`config.mk`:
```
export PLATFORM = sky130hd
export DESIGN_NAME = axi_rd_arbiter
export DESIGN_NICKNAME = d
export VERILOG_FILES = /design/src/rtl/cache_axi_pkg.sv /design/src/rtl/wr_line_tracker.sv /design/src/rtl/axi_rd_arbiter.sv
export SDC_FILE = /design/constraint.sdc
export NUM_CORES = 1
export LEC_CHECK = 0
export ABC_AREA = 1
export BUFFER_PORTS_ARGS = -buffer_cell sky130_fd_sc_hd__buf_4
export CORE_MARGIN = 3
export CORE_UTILIZATION = 26
export CTS_BUF_LIST = sky130_fd_sc_hd__clkbuf_8 sky130_fd_sc_hd__clkbuf_16
export DETAILED_ROUTE_END_ITERATION = 7
export SYNTH_ARGS = -nofsm -noshare
export SYNTH_HDL_FRONTEND = slang
export SYNTH_SLANG_ARGS = --single-unit
```
`constraint.sdc`:
```
create_clock -name clk -period 3.8 [get_ports clk]
set_input_delay 0.19 -clock clk [delete_from_list [all_inputs] [get_ports clk]]
set_output_delay 0.19 -clock clk [all_outputs]
set_load 0.02 [all_outputs]
```
`src/rtl/cache_axi_pkg.sv`:
```
// Shared definitions for the cache-to-AXI read path.
// Contents: read-type encodings, bridge read IDs, the default size used for
// instruction reads, and the arbiter state type.
package cache_axi_pkg;
  localparam logic [2:0] RD_TYPE_WORD = 3'b010;
  localparam logic [2:0] RD_TYPE_LINE = 3'b100;
  localparam logic       RID_INST     = 1'b0;
  localparam logic       RID_DATA     = 1'b1;
  localparam logic [2:0] INST_RD_SIZE = 3'd2;

  typedef enum logic {ARB_IDLE, ARB_SEND} rr_state;
endpackage

```
`src/rtl/wr_line_tracker.sv`:
```
// Tracks the line tags of dcache writes that have been accepted by the bridge
// and are still waiting for their B response.
// Ports:
//   clk, reset      clock, async active-high reset
//   push_en/tag     a write was accepted; record its line tag
//   pop_en          B response; retire the oldest write
//   cmp_a/cmp_b     line tags of the two read requesters
//   hit_a/hit_b     the matching tag is held in a valid entry
//   full            every entry is in use
module wr_line_tracker #(
  parameter int TAG_W = 28,
  parameter int DEPTH = 2
) (
  input  logic             clk,
  input  logic             reset,
  input  logic             push_en,
  input  logic [TAG_W-1:0] push_tag,
  input  logic             pop_en,
  input  logic [TAG_W-1:0] cmp_a,
  input  logic [TAG_W-1:0] cmp_b,
  output logic             hit_a,
  output logic             hit_b,
  output logic             full
);
  localparam int PTR_W = (DEPTH > 1) ? $clog2(DEPTH) : 1;
  localparam int CNT_W = $clog2(DEPTH + 1);

  logic [TAG_W-1:0] tags [DEPTH];
  logic [DEPTH-1:0] valid;
  logic [PTR_W-1:0] wr_ptr;
  logic [PTR_W-1:0] rd_ptr;
  logic [CNT_W-1:0] count;
  logic             push;
  logic             pop;

  assign full = (count == CNT_W'(DEPTH));
  // Illegal pushes/pops are dropped so the FIFO can never corrupt itself.
  assign push = push_en && !full;
  assign pop  = pop_en && (count != '0);

  always_ff @(posedge clk or posedge reset) begin
    if (reset) begin
      for (int i = 0; i < DEPTH; i++) tags[i] <= '0;
      valid  <= '0;
      wr_ptr <= '0;
      rd_ptr <= '0;
      count  <= '0;
    end else begin
      if (pop) begin
        valid[rd_ptr] <= 1'b0;
        rd_ptr        <= rd_ptr + PTR_W'(1);
      end
      // A legal push never lands on the entry being popped: that would need a full FIFO.
      if (push) begin
        tags[wr_ptr]  <= push_tag;
        valid[wr_ptr] <= 1'b1;
        wr_ptr        <= wr_ptr + PTR_W'(1);
      end
      case ({push, pop})
        2'b10:   count <= count + CNT_W'(1);
        2'b01:   count <= count - CNT_W'(1);
        default: count <= count;
      endcase
    end
  end

  // Compare uses registered entries only: a push shows up next cycle and a
  // same-cycle pop still blocks for the current cycle.
  always_comb begin
    hit_a = 1'b0;
    hit_b = 1'b0;
    for (int i = 0; i < DEPTH; i++) begin
      if (valid[i] && (tags[i] == cmp_a)) hit_a = 1'b1;
      if (valid[i] && (tags[i] == cmp_b)) hit_b = 1'b1;
    end
  end

  a_no_push_full: assert property (@(posedge clk) disable iff (reset) !(push_en && full));
  a_no_pop_empty: assert property (@(posedge clk) disable iff (reset) !(pop_en && (count == '0)));
endmodule

```
`src/rtl/axi_rd_arbiter.sv`:
```
// Round-robin arbiter putting icache/dcache read misses onto the single
// bridge read-request port, one read in flight per requester, holding back
// reads whose line matches an un-acknowledged dcache write.
// Ports:
//   clk, reset                 clock, async active-high reset
//   inst_rd_*                  icache request (req/type/addr in, rdy out)
//   data_rd_*                  dcache request (req/type/addr/size in, rdy out)
//   bus_rd_*                   request to bridge (req/id/type/addr/size out, rdy in)
//   inst_ret_valid/data_ret_valid  read data returned; requester free again
//   wr_fire/wr_addr/wr_ok      write accepted / its B response
//   wr_block                   write tracker full, bridge must stall writes
//   hazard_stall               a pending read is held back by a write match
module axi_rd_arbiter
  import cache_axi_pkg::*;
#(
  parameter int LINE_OFF_W = 4,
  parameter int WB_DEPTH   = 2
) (
  input  logic        clk,
  input  logic        reset,
  input  logic        inst_rd_req,
  input  logic [2:0]  inst_rd_type,
  input  logic [31:0] inst_rd_addr,
  output logic        inst_rd_rdy,
  input  logic        data_rd_req,
  input  logic [2:0]  data_rd_type,
  input  logic [31:0] data_rd_addr,
  input  logic [2:0]  data_rd_size,
  output logic        data_rd_rdy,
  output logic        bus_rd_req,
  output logic        bus_rd_id,
  output logic [2:0]  bus_rd_type,
  output logic [31:0] bus_rd_addr,
  output logic [2:0]  bus_rd_size,
  input  logic        bus_rd_rdy,
  input  logic        inst_ret_valid,
  input  logic        data_ret_valid,
  input  logic        wr_fire,
  input  logic [31:0] wr_addr,
  input  logic        wr_ok,
  output logic        wr_block,
  output logic        hazard_stall
);
  localparam int TAG_W = 32 - LINE_OFF_W;

  rr_state    state;
  rr_state    next_state;
  logic       rr_ptr;
  logic [1:0] outstanding;
  logic [1:0] outstanding_nxt;
  logic [1:0] req;
  logic [1:0] hit;
  logic [1:0] eligible;
  logic       grant_any;
  logic       grant_id;
  logic       accept;
  logic       wr_addr_unused;

  assign wr_addr_unused = ^wr_addr[LINE_OFF_W-1:0];

  wr_line_tracker #(.TAG_W(TAG_W), .DEPTH(WB_DEPTH)) u_tracker (
    .clk      (clk),
    .reset    (reset),
    .push_en  (wr_fire),
    .push_tag (wr_addr[31:LINE_OFF_W]),
    .pop_en   (wr_ok),
    .cmp_a    (inst_rd_addr[31:LINE_OFF_W]),
    .cmp_b    (data_rd_addr[31:LINE_OFF_W]),
    .hit_a    (hit[0]),
    .hit_b    (hit[1]),
    .full     (wr_block)
  );

  assign req          = {data_rd_req, inst_rd_req};
  assign eligible     = req & ~outstanding & ~hit;
  assign hazard_stall = |(req & ~outstanding & hit);
  assign accept       = (state == ARB_SEND) && bus_rd_rdy;

  always_comb begin
    next_state  = state;
    inst_rd_rdy = 1'b0;
    data_rd_rdy = 1'b0;
    bus_rd_req  = 1'b0;
    grant_any   = 1'b0;
    grant_id    = RID_INST;
    case (state)
      ARB_IDLE: begin
        if (|eligible) begin
          grant_any = 1'b1;
          // rr_ptr names the requester that wins a tie.
          if (eligible[1] && ((rr_ptr == RID_DATA) || !eligible[0])) grant_id = RID_DATA;
          else                                                      grant_id = RID_INST;
          inst_rd_rdy = (grant_id == RID_INST);
          data_rd_rdy = (grant_id == RID_DATA);
          next_state  = ARB_SEND;
        end
      end
      ARB_SEND: begin
        bus_rd_req = 1'b1;
        if (bus_rd_rdy) next_state = ARB_IDLE;
      end
      default: next_state = ARB_IDLE;
    endcase
  end

  // Set wins over clear: a return cannot belong to a read accepted this cycle.
  always_comb begin
    outstanding_nxt = outstanding & ~{data_ret_valid, inst_ret_valid};
    if (accept) outstanding_nxt[bus_rd_id] = 1'b1;
  end

  always_ff @(posedge clk or posedge reset) begin
    if (reset) begin
      state       <= ARB_IDLE;
      rr_ptr      <= RID_DATA;
      outstanding <= '0;
    end else begin
      state       <= next_state;
      outstanding <= outstanding_nxt;
      if (accept) rr_ptr <= ~bus_rd_id;
    end
  end

  always_ff @(posedge clk or posedge reset) begin
    if (reset) begin
      bus_rd_id   <= RID_INST;
      bus_rd_type <= '0;
      bus_rd_addr <= '0;
      bus_rd_size <= '0;
    end else if (grant_any) begin
      bus_rd_id <= grant_id;
      if (grant_id == RID_DATA) begin
        bus_rd_type <= data_rd_type;
        bus_rd_addr <= data_rd_addr;
        bus_rd_size <= data_rd_size;
      end else begin
        bus_rd_type <= inst_rd_type;
        bus_rd_addr <= inst_rd_addr;
        bus_rd_size <= INST_RD_SIZE;
      end
    end
  end
endmodule

```
# After elaboration in Yosys (flattened, before gate mapping)
# Cells that the tools add are included.
# W data, S select, Z words.
dict set report classes {
  n_addsub 4
  order_cmp 8
  eq_ne 7
  mux 32
  bitwise_logic 15
  n_reduce_logical 19
}
# op count
set ops {}
lappend ops {{$eq A28 B28 Y1} 4}
lappend ops {{$bwmux W56} 1}
lappend ops {{$mux W32} 1}
lappend ops {{$demux W28 S1} 1}
lappend ops {{$mux W28} 1}
lappend ops {{$mux W1} 18}
lappend ops {{$logic_and A1 B1 Y1} 12}
lappend ops {{$and A2 B2 Y2} 5}
lappend ops {{$not A2 Y2} 4}
lappend ops {{$lt A1 B2 Y1 const B} 3}
lappend ops {{$mux W2} 3}
lappend ops {{$mux W3} 2}
lappend ops {{$eq A2 B2 Y1 const B} 2}
lappend ops {{$or A2 B2 Y2} 2}
lappend ops {{$pmux W2 S2} 1}
lappend ops {{$reduce_bool A2 Y1} 2}
lappend ops {{$reduce_or A2 Y1} 2}
lappend ops {{$demux W1 S1} 3}
lappend ops {{$ge A1 B1 Y1 const B} 3}
lappend ops {{$not A1 Y1} 3}
lappend ops {{$add A1 B1 Y1 const B} 2}
lappend ops {{$add A2 B1 Y2 const B} 1}
lappend ops {{$eq A2 B1 Y1 const B} 1}
lappend ops {{$ge A2 B2 Y1 const B} 1}
lappend ops {{6 further kinds} 7}
dict set report word_totals {
  regBits 105
  inputBits 114
  word_cells 98
}

# Depth between registers and ports, before layout
dict set report logic_depth {
  ltp_word 15
  depth_mapped 17
  mapped_depth_nobuf 15
}

# Modules after synthesis
# From an unflattened synthesis, not the netlist that was laid out.
dict set report hier_totals {
  hier_cells 1080
  area_unflattened_um2 6859.1
}
# module n_inst cells_per_inst area_each_um2
set by_module_without_submodules {}
lappend by_module_without_submodules {wr_line_tracker 1 731 4406.7}
lappend by_module_without_submodules {axi_rd_arbiter 1 349 2452.4}

# Worst setup path before layout
# OpenSTA, ideal clock, no wires.
dict set report synth_timing {
  path_type {flip-flop to output port}
  startpoint {reg u_tracker.tags[11] in the netlist's numbering}
  endpoint {out inst_rd_rdy}
  arrival_time_ns 1.629
  slack_ns 1.981
  stages_incl_launch_ff 15
  path_buffers 1
  cell_sequence {dfrtp_1 -> inv_2 -> nand2_1 -> nand2_1 -> clkinv_1 -> nand2_1 -> nor2_1 -> nand2_1 -> nor2_1 -> nand2_1 -> nand3_1 -> nand2_1 -> nand2_1 -> buf_2 -> a21oi_1}
}
dict set report synth_via {
  elab_chain_len 14
  elab_cells_between_ends 18
  cone_classes {eq/ne (2); mux (7); bitwise (3); reduce/logical (6)}
}
# item line
set synth_lines {}
lappend synth_lines {{start: declaration} wr_line_tracker.sv:28} ;# logic [TAG_W-1:0] tags [DEPTH];
lappend synth_lines {{start signal: indexed assignment} wr_line_tracker.sv:55} ;# tags[wr_ptr] <= push_tag;
lappend synth_lines {{$eq A28 B28 Y1} wr_line_tracker.sv:73} ;# if (valid[i] && (tags[i] == cmp_a)) hit_a = 1'b1;
lappend synth_lines {{$logic_and A1 B1 Y1} wr_line_tracker.sv:73}
lappend synth_lines {{$mux W1} wr_line_tracker.sv:73}
lappend synth_lines {{$not A2 Y2 *} axi_rd_arbiter.sv:75} ;# assign eligible = req & ~outstanding & ~hit;
lappend synth_lines {{$and A2 B2 Y2 *} axi_rd_arbiter.sv:75}
lappend synth_lines {{$logic_not A1 Y1} axi_rd_arbiter.sv:91} ;# if (eligible[1] && ((rr_ptr == RID_DATA) || !eligible[0])) grant_id = RID_DATA;
lappend synth_lines {{$logic_or A1 B1 Y1} axi_rd_arbiter.sv:91}
lappend synth_lines {{$logic_and A1 B1 Y1} axi_rd_arbiter.sv:91}
lappend synth_lines {{$mux W1} axi_rd_arbiter.sv:91}
lappend synth_lines {{$mux W1} axi_rd_arbiter.sv:88} ;# if (|eligible) begin
lappend synth_lines {{$mux W1} axi_rd_arbiter.sv:86} ;# case (state)
lappend synth_lines {{$not A1 Y1} axi_rd_arbiter.sv:93} ;# inst_rd_rdy = (grant_id == RID_INST);
lappend synth_lines {{$mux W1 *} axi_rd_arbiter.sv:88}
lappend synth_lines {{$mux W1 *} axi_rd_arbiter.sv:86}
lappend synth_lines {{end: declaration} axi_rd_arbiter.sv:24} ;# output logic inst_rd_rdy,
# Every way passes the cells marked *; elsewhere a longest branch is shown, timed or not. The select of a mux whose other input is x is not followed.

# Worst setup path in the final report
dict set report layout_timing {
  startpoint {reg u_tracker.tags[20] in the netlist's numbering}
  endpoint {out inst_rd_rdy}
}
# Same word-level chain as after synthesis.

==> results.py <==
metrics = {
    "cts": {
        "cts_num_sinks": 105,
        "clock_latency_ns": 0.36,
        "cts_tree": "yes",
        "h-tree-depth": 3,
        "cts.repair.resized": 0,
        "clock_path_buffers": 2,
        "root_buffer": "clkbuf_16",
        "clk_pin_slew_ns": 0.08,
        "cts_inserted_buffers": 9,
    },
    "synth": {
        "synth_warnings": 0,
        "yosys.cell_types.count": 29,
        "synth.most_common_cell": "nand2_1",
        "synth_top_area_share_pct": 40.6,
        "ys_top_cells_by_count": "387 x nand2_1, 153 x inv_1, 104 x dfrtp_1",
        "synth_nets": 1079,
        "synth_area_um2": 6420,
        "synth_async_sr_flop_share_pct": 100,
        "synth_top_flop_cell": "dfrtp_1",
        "synth_top_area_cell": "dfrtp_1",
        "synthTopCellsByArea": "dfrtp_1 41%, nand2_1 23%, inv_1 9.0%, o21ai_0 5.9%, nand3_1 5.2%",
        "yosysSeqAreaShare_pct": 41.0,
        "synth_edf_count": 0,
        "postSynthAreaPerCell_um2": 6.66,
        "syn_inst": 964,
        "ys_ff_latch": 105,
    },
    "sta": {
        "final_max_slew_viol_count": 0,
        "clock_skew_ns": 0.00928,
        "tns_ns": 0,
        "fin_crit_ns": 2.73,
        "relSlewSlack_pct": 31.4,
        "rsz0062_at_grt": "no",
        "setup_viol": 0,
        "max_freq_ghz": 0.366,
        "hold_viol": 0,
        "worst_pin_slew_ns": 1.03,
        "period_share_pct": 72.0,
        "post-route-worst-setup-slack_ns": 1.07,
    },
    "global_route": {
        "grt_pass1_wl_mm": 34.3,
        "antenna_found_initial": 1,
        "grt.overflow.total": 0,
        "grt_pass1_vias": 6172,
        "grt_start_max_net_pins": 59,
        "grt_use_total_pct": 16.9,
    },
    "worst_setup_path": {
        "reg2regPathDepth": 12,
        "crit_path_start_kind": "flop",
        "reg2reg_slack_ns": 1.40,
        "worstSetupEndpointType": "output port",
        "critPathTopFamily": "simple AND/OR/NAND/NOR gates",
        "cpPeakStageDelay_ns": 0.42,
        "arrival_ns": 2.54,
        "cp_num_buf_inv": 2,
        "crit_cells": 12,
        "critPathMaxFanout": 40,
        "reg2reg_to": "bus_rd_addr[26]",
        "rr_startpoint": "u_tracker.tags[21]",
        "cpMaxStageDelayCell": "dfrtp_1",
        "crit_top_cell": "nand2_1",
        "crit_required_ns": 3.61,
        "endpoint": "inst_rd_rdy",
        "crit_chain": "xnor2_1 > nand2_1 > nor2_1 > nand2_1 > nor2_1 > nand2_1 > nand3b_1 > nand2_1 > nand2_1 > buf_4 > a21oi_1 > buf_4",
        "crit_type": "reg2out",
        "startpoint": "u_tracker.tags[20]",
    },
    "floorplan": {
        "num_io_pins": 158,
        "die_y_um": 163,
        "rows": 56,
        "dieArea_um2": 26600,
        "fp.dieW_um": 163,
        "coreArea_um2": 23900,
        "start_util_pct": 26.9,
    },
    "finish": {
        "n_fill_cell": 2607,
        "finalNetCount": 1222,
        "fin_cells": 1432,
        "drive_gt1_share_pct": 17.7,
        "register_area_um2": 2630,
        "utilization_pct": 34.3,
        "area_growth_pct": 27.8,
        "multi_input_area_um2": 2990,
    },
    "placed_design": {
        "hpwl_mm": 17.3,
        "gp_congestion": 0.921,
        "port_buffers": 153,
        "place_ws_ns": 1.44,
        "dp_cells": 1414,
    },
    "route": {
        "drt_first_pass_iters": 5,
        "vias_per_cell": 4.36,
        "routedWlPerCell_um": 15.6,
        "drc": 0,
        "antenna_left": 0,
        "via_count": 6243,
        "first_iter_violations": 444,
        "routed_wl_mm": 22.4,
    },
    "power_and_ir_drop": {
        "ir_drop_mv": 0.301,
        "powerDensity_nw_per_um2": 732,
        "leakagePower_uw": 0.00454,
    },
    "outcome": {
        "status": "completed",
    },
    "min_path": {
        "hold_path.class": "in2reg",
    },
    "run": {
        "drv_cap": 0,
    },
}
## layer usage
layer | global-route usage, % | part of all wire (%) | up-vias
met5 | 0 | 0 | -
met3 | 4.24 | 7.6 | 38
met1 | 22.8 | 45 | 2764
li1 | - | - | 3208
met4 | 7.07 | 3.7 | 0
met2 | 25.9 | 43 | 233
## state kept, by name, summed over array words and instances, names as in the netlist
register          flops
u_tracker.tags       56
u_tracker.rd_ptr      1
bus_rd_type           3
u_tracker.wr_ptr      1
u_tracker.valid       2
bus_rd_size           3
outstanding           2
bus_rd_id             1
rr_ptr                1
u_tracker.count       2
state                 1
bus_rd_addr          32
## metrics by stage
step                cell area (µm²)  hold WS (ns)  power, µW
floorplan                      6420         0.286       3950
global placement               7880         0.272       4990
detailed placement             7880         0.279       5030
CTS                            8200      0.000876       6050
global route                   8200        0.0174       6520
finish                         8200       0.00924       6000
## cells in the final DEF (no fill, tap or decap)
cell type / count
nand3_2: 1
clkinv_2: 1
nand2_1: 387
nor2_8: 1
o21ai_0: 75
buf_4: 159
ha_1: 1
bufinv_16: 1
or2_2: 1
nand3b_1: 10
xnor2_1: 26
dlygate4sd3_1: 1
inv_4: 1
dfstp_2: 1
dfrtp_1: 104
clkinv_4: 1
nor2_1: 48
nand3_1: 67
inv_1: 152
inv_6: 2
nand4_1: 14
o21ai_1: 2
diode_2: 1
nand2_2: 1
a32o_1: 1
buf_12: 1
inv_2: 14
xor2_1: 10
nand4_4: 1
a21oi_1: 6
o22ai_1: 4
o211ai_1: 1
inv_8: 2
nor3b_1: 1
clkinv_1: 5
clkbuf_16: 9
## layout make-up
class / instances / area share, %
diodes: 1 / 0.0305
clock buffers: 9 / 2.75
clock inverters: 7 / 1.02
inverters: 172 / 7.90
multi-input cells: 658 / 36.4
flip-flops and latches: 105 / 32.1
well taps: 319 / 4.87
repair buffers: 161 / 14.9
## worst register-to-register path, delay by kind of cell, from the launching register on
kind | cells | cell delay, ns
simple gates | 10 | 1.26
buf+inv | 2 | 0.67
flops | 1 | 0.40
## where the power goes
group / internal (µW) / switching (µW) / total [µW]
clock network: 526 / 470 / 996
registers: 1660 / 511 / 2170
logic: 1080 / 1750 / 2830
## worst min path at each step
stage              startpoint               to  slack (ns)  depth (start not counted)
2_1_floorplan      bus_rd_rdy            state        0.29                          1
3_3_place_gp            reset  bus_rd_addr[28]        0.27                          2
3_5_place_dp            reset  bus_rd_addr[26]        0.28                          2
4_1_cts        data_ret_valid   outstanding[1]      0.0009                          2
5_1_grt            bus_rd_rdy            state        0.02                          2
6_report           bus_rd_rdy            state       0.009                          2
## repair_timing
action	4_1_cts	5_1_grt
hold buffers	1	0
hold endpoints to repair	38	0
setup buffers	0	0
## cells by family after synthesis
family	after synthesis	share of synthesized area, %
XOR/XNOR	36	4.91
buffers and inverters	201	12.5
AO/OA/AOI/OAI	89	7.14
adder cells (fa/ha/maj)	1	0.195
flip-flops	105	41.0
AND/OR/NAND/NOR	532	34.3
(Power assumes the default switching activity.)
